--- src/rtl/wb_gpio_irq.sv ---
// Wishbone classic GPIO with synchronised inputs and per-pin edge IRQs.
// Define WB_GPIO_ATOMIC_EN to add OUT_SET (adr 6) and OUT_CLR (adr 7).
module wb_gpio_irq #(
  parameter int GPIO_WIDTH  = 32,
  parameter int SYNC_STAGES = 2
) (
  input  logic                  clk_i,
  input  logic                  rst_n_i,
  input  logic                  wb_cyc_i,
  input  logic                  wb_stb_i,
  input  logic                  wb_we_i,
  input  logic [31:0]           wb_adr_i,
  input  logic [3:0]            wb_sel_i,
  input  logic [31:0]           wb_dat_i,
  output logic [31:0]           wb_dat_o,
  output logic                  wb_ack_o,
  input  logic [GPIO_WIDTH-1:0] gpio_i,
  output logic [GPIO_WIDTH-1:0] gpio_o,
  output logic [GPIO_WIDTH-1:0] gpio_oe_o,
  output logic                  irq_o
);

  localparam int W = GPIO_WIDTH;

  logic [W-1:0] out_q, out_d;
  logic [W-1:0] dir_q, dir_d;
  logic [W-1:0] en_q, en_d;
  logic [W-1:0] mode_q, mode_d;
  logic [W-1:0] stat_q, stat_d;
  logic [W-1:0] prev_q, prev_d;
  logic [SYNC_STAGES-1:0][W-1:0] sync_q, sync_d;
  logic         ack_q, ack_d;
  logic         irq_q, irq_d;
  logic [31:0]  dat_q, dat_d;

  logic         req, wr;
  logic [2:0]   adr;
  logic [31:0]  m;
  logic [W-1:0] wd, wm, in_w;
  logic [W-1:0] rise, fall, evt, clr;
  logic [31:0]  rdata;
  logic         unused;

  assign req  = wb_cyc_i & wb_stb_i & ~ack_q;
  assign wr   = req & wb_we_i;
  assign adr  = wb_adr_i[4:2];
  assign m    = {{8{wb_sel_i[3]}}, {8{wb_sel_i[2]}},
                 {8{wb_sel_i[1]}}, {8{wb_sel_i[0]}}};
  assign wd   = wb_dat_i[W-1:0] & m[W-1:0];
  assign wm   = m[W-1:0];
  assign in_w = sync_q[SYNC_STAGES-1];

  assign unused = ^{wb_adr_i[31:5], wb_adr_i[1:0],
                    wb_dat_i, m};

  assign rise = in_w & ~prev_q;
  assign fall = ~in_w & prev_q;
  assign evt  = en_q & ((mode_q & rise) | (~mode_q & fall));

  // Synchroniser shift chain and previous-sample capture
  always_comb begin
    sync_d[0] = gpio_i;
    for (int i = 1; i < SYNC_STAGES; i++)
      sync_d[i] = sync_q[i-1];
    prev_d = in_w;
  end

  // Read mux; unmapped and write-only addresses return 0
  always_comb begin
    rdata = '0;
    case (adr)
      3'd0: rdata = 32'(out_q);
      3'd1: rdata = 32'(in_w);
      3'd2: rdata = 32'(dir_q);
      3'd3: rdata = 32'(en_q);
      3'd4: rdata = 32'(mode_q);
      3'd5: rdata = 32'(stat_q);
      default: rdata = '0;
    endcase
  end

  // Register writes, W1C status with set priority, bus response
  always_comb begin
    out_d  = out_q;
    dir_d  = dir_q;
    en_d   = en_q;
    mode_d = mode_q;
    clr    = '0;
    if (wr) begin
      case (adr)
        3'd0: out_d  = (out_q & ~wm) | wd;
        3'd2: dir_d  = (dir_q & ~wm) | wd;
        3'd3: en_d   = (en_q & ~wm) | wd;
        3'd4: mode_d = (mode_q & ~wm) | wd;
        3'd5: clr    = wd;
`ifdef WB_GPIO_ATOMIC_EN
        3'd6: out_d  = out_q | wd;
        3'd7: out_d  = out_q & ~wd;
`endif
        default: ;
      endcase
    end
    stat_d = (stat_q & ~clr) | evt;
    irq_d  = |(stat_q & en_q);
    ack_d  = req;
    dat_d  = (req & ~wb_we_i) ? rdata : '0;
  end

  // State registers
  always_ff @(posedge clk_i or negedge rst_n_i) begin
    if (!rst_n_i) begin
      out_q  <= '0;
      dir_q  <= '0;
      en_q   <= '0;
      mode_q <= '0;
      stat_q <= '0;
      prev_q <= '0;
      sync_q <= '0;
      ack_q  <= 1'b0;
      irq_q  <= 1'b0;
      dat_q  <= '0;
    end else begin
      out_q  <= out_d;
      dir_q  <= dir_d;
      en_q   <= en_d;
      mode_q <= mode_d;
      stat_q <= stat_d;
      prev_q <= prev_d;
      sync_q <= sync_d;
      ack_q  <= ack_d;
      irq_q  <= irq_d;
      dat_q  <= dat_d;
    end
  end

  assign wb_ack_o  = ack_q;
  assign wb_dat_o  = dat_q;
  assign gpio_o    = out_q;
  assign gpio_oe_o = dir_q;
  assign irq_o     = irq_q;

endmodule

--- config.mk ---
export PLATFORM = sky130hd
export DESIGN_NAME = wb_gpio_irq
export DESIGN_NICKNAME = d
export VERILOG_FILES = /design/src/rtl/wb_gpio_irq.sv
export SDC_FILE = /design/constraint.sdc
export NUM_CORES = 1
export LEC_CHECK = 0
export CAP_MARGIN = 5
export CORE_ASPECT_RATIO = 1.5
export CORE_MARGIN = 1.5
export CORE_UTILIZATION = 57
export CTS_CLUSTER_DIAMETER = 100
export DETAILED_ROUTE_END_ITERATION = 7
export PLACE_DENSITY = 0.91
export SYNTH_ARGS = -nofsm -noshare
export SYNTH_HDL_FRONTEND = slang
export SYNTH_SLANG_ARGS = --single-unit
--- constraint.sdc ---
create_clock -name clk_i -period 2.3 [get_ports clk_i]
set_input_delay 0.345 -clock clk_i [delete_from_list [all_inputs] [get_ports clk_i]]
set_output_delay 0.345 -clock clk_i [all_outputs]
set_load 0.1 [all_outputs]
### Word level (Yosys, flattened, before mapping)

Cells that the tools add are included.

* equality and inequality tests: 5
* mux-type cells: 4
* bitwise operators: 29
* reductions and logical operators: 6

Operator list (number)
* 32-bit bitwise AND: 12
* 32-bit OR: 6
* 32-bit one-hot mux with 6 select lines: 1
* 32-bit inverter: 5
* 32-bit 2-to-1 mux: 3
* 32-bit OR reduction: 1
* 2-bit AND reduction: 4
* 3-bit by 2-bit == test with 1-bit output, second input constant: 2
* 3-bit == test, second input constant: 2
* 1-bit bitwise AND: 4
* 3-bit by 1-bit == test with 1-bit output, second input constant: 1
* 3-bit logical NOT: 1
* 1-bit inverter: 2

* register bits: 290
* input bits: 105
* output and inout bits: 98
* word-level logic and storage cells: 55

### Longest topological paths before layout

* depth in word-level cells: 7
* mapped depth: 7
* depth with buffers taken out: 4

### Least setup slack after synthesis

Ideal clock, no wire load.

* kind: reg2reg
* start point: register ack_q, in the netlist wb_ack_o
* end point: register with a tool-made name
* arrival: 2.084 ns
* required time: 2.174 ns
* slack: 0.090 ns
* cell stages (with the launch flop): 6
* cell sequence: dfrtp_1 and4b_1 and2_1 buf_2 nand2_1 mux2_2

RTL lines
* start, declared: RTL line 32 `logic ack_q, ack_d;`
* start signal, assigned: RTL line 130 `ack_q <= ack_d;`

==> results_dict.tcl <==
set metrics [dict create \
    outcome "completed" \
    synth_edf_count 0 \
    crit_required_ns 2.70 \
    syn_area_sq_um 11700 \
    clk-insertion-delay-late_ns 0.52 \
    grt_pass1_vias 8769 \
    dp_worst_setup_slack_ns 0.00892 \
    syn_inst 895 \
    synthTopCellsByArea "dfrtp_1 (62%), mux2_2 (15%), nand2_1 (3.2%)" \
    finalSetupTns_ns 0 \
    drcViolationCount 0 \
    worst_setup_path_end_kind "flip-flop" \
    cts_tree "built" \
    final_cell_mix "dfrtp_1 (290), mux2_2 (160), buf_4 (127)" \
    relSlewSlack 0.598 \
    crit_path_top_delay_cell "dfrtp_1" \
    antenna_found_initial 2 \
    rows 63 \
    placed_area_sq_um 13600 \
    finalWeightedCongestion 0.891 \
    ir_drop_mv 0.699 \
    clock_skew_ns 0.0106 \
    total_power_mw 13.6 \
    setup_viol 0 \
    totalWireLength_um 30600 \
    ys_types 35 \
    vias_per_cell 6.05 \
    critPathMaxFanout 8 \
    cts_buffers 26 \
    synth.avg_cell_area_sq_um 13.0 \
    syn-num-nets 1000 \
    vias 8314 \
    hold_viol 0 \
    layout.nets 1198 \
    crit_chain "and4b_1 > and2_1 > nand2_1 > mux2_2" \
    drtIter0Drc 748 \
    core-area_sq_um 19900 \
    synth-seq-cells 290 \
    hpwl_um 20400 \
    synth_top_flop_cell "dfrtp_1" \
    wire_per_inst_um 22.2 \
    grt_pass1_wl_um 47800 \
    max_freq_mhz 525 \
    initial_core_util 0.585 \
    ys_warn_count 0 \
    overflow 0 \
    drive_gt1_frac 0.319 \
    layout_min_cycle_time_ns 1.90 \
    final_max_slew_viol_count 0 \
    whs_path_depth 1 \
    ios 203 \
    dr.pass1.iters 5 \
    crit_path_start_kind "flip-flop" \
    reg2reg_depth 4 \
    layout_commonest_cell "dfrtp_1" \
    die-area_sq_um 21300 \
    clk_pin_slew_worst_paths_ns 0.06 \
    max_cap_viol_count 0 \
    power_density_nw_per_um2 938 \
    ys_seq_area_frac 0.622 \
    rsz0062_at_grt "no" \
    layout_setup_ws_ns 0.396 \
    async_reset_ff_frac 1.00 \
    slowest_delay_ns 0.43 \
    grt_max_degree 64 \
    area_growth_pct 24.3 \
    critPathTopFamily "simple AND/OR/NAND/NOR gates" \
    arrival_ns 2.31 \
    path_depth 4 \
    cts_buffer_depth 3 \
    cts_root_buf "clkbuf_16" \
    p_leak_nw 6.89 \
    postLayoutCellArea_sq_um 14500 \
    synth_top_area_frac 0.622 \
    criticalPathCategory "flip-flop to flip-flop" \
    tightest_slew_ns 0.603 \
    critPathBufInv 0 \
    htree_levels 1 \
    clock-sinks 290 \
    nFillCells 1265 \
    min_path_type "input port to flip-flop" \
    drtAntennaViolNets 0 \
    post-route-period-util 0.828 \
    io_buffers 173 \
    yosys.area.top_type "dfrtp_1" \
    die-height_um 178 \
    fp.dieW_um 120 \
    grt.total_usage 0.294 \
]
[cell type report]
class | count | area [sq um] | area share
tap | 260 | 325 | 0.0224
clock buffer | 38 | 737 | 0.0508
timing repair buffer | 208 | 1810 | 0.125
clock inverter | 10 | 135 | 0.00932
multi-input combinational | 564 | 4230 | 0.291
antenna | 2 | 5.00 | 0.000345
inverter | 3 | 11.3 | 0.000776
sequential | 290 | 7260 | 0.500
[cell usage after synthesis (5+ instances only)]
cell and number:
a21oi_1 33, a221o_1 8, a22o_1 32, a22oi_1 36, a32oi_1 7, and2_1 5, and3_1 8, buf_2 13
clkbuf_1 17, dfrtp_1 290, mux2_2 160, mux2i_1 24, nand2_1 100, nand2_2 13, nor2_1 53, o21ai_0 40
o22ai_1 12
[cell families after synthesis]
group	Yosys count	share of synthesized area
muxes	190	0.184
DFF	290	0.622
and+or+nand+nor	198	0.0754
AOI/OAI and AO/OA	176	0.103
buffers and inverters	41	0.0159
[per-stage QoR]
| step | util | cells | hold WS [ns] |
|---|---|---|---|
| detailed placement | 0.683 | 1324 | 0.294 |
| CTS | 0.727 | 1373 | 0.244 |
| global route | 0.727 | 1374 | 0.247 |
| finish | 0.727 | 1375 | 0.250 |
| global placement | 0.683 | 1324 | 0.290 |
| floorplan | - | 895 | 0.0494 |
[worst register-to-register path, stage by stage (launching register included)]
cell	delay [ns]
dfrtp_1	0.43
and4b_1	0.40
and2_1	0.27
nand2_1	0.31
mux2_2	0.38
[metal layers]
| metal | global-route usage | wire, um | part of all wire |
|---|---|---|---|
| met1 | 0.358 | 11200 | 0.37 |
| met2 | 0.500 | 15300 | 0.50 |
| met3 | 0.0572 | 2440 | 0.080 |
| met4 | 0.149 | 1640 | 0.054 |
| met5 | 0 | 0 | 0 |
[timing repair]
item	4_1_cts	5_1_grt
setup buffers	0	0
hold endpoints to repair	47	0
resized for setup	0	0
hold buffers	1	0
[where the power goes]
group          switching [mW]  internal, mW  leakage [nW]  total (mW)
Sequential              0.608          5.71          3.66        6.32
Clock                    1.83          2.57         0.425        4.40
Combinational            1.88          1.00          2.80        2.89
[final timing paths]
kind,slack (ns),to,from
min in group asynchronous,0.32,async pin,rst_n_i
worst max register to register,0.40,flip-flop,wb_ack_o
worst max-delay path,0.40,flip-flop,wb_ack_o
max in group asynchronous,1.27,prev_q[26],rst_n_i
worst min register to register,0.34,in_w[29],sync_d[61]
worst min-delay path,0.25,sync_d[62],gpio_i[30]
Note: power is estimated with default switching activity, not from simulation.
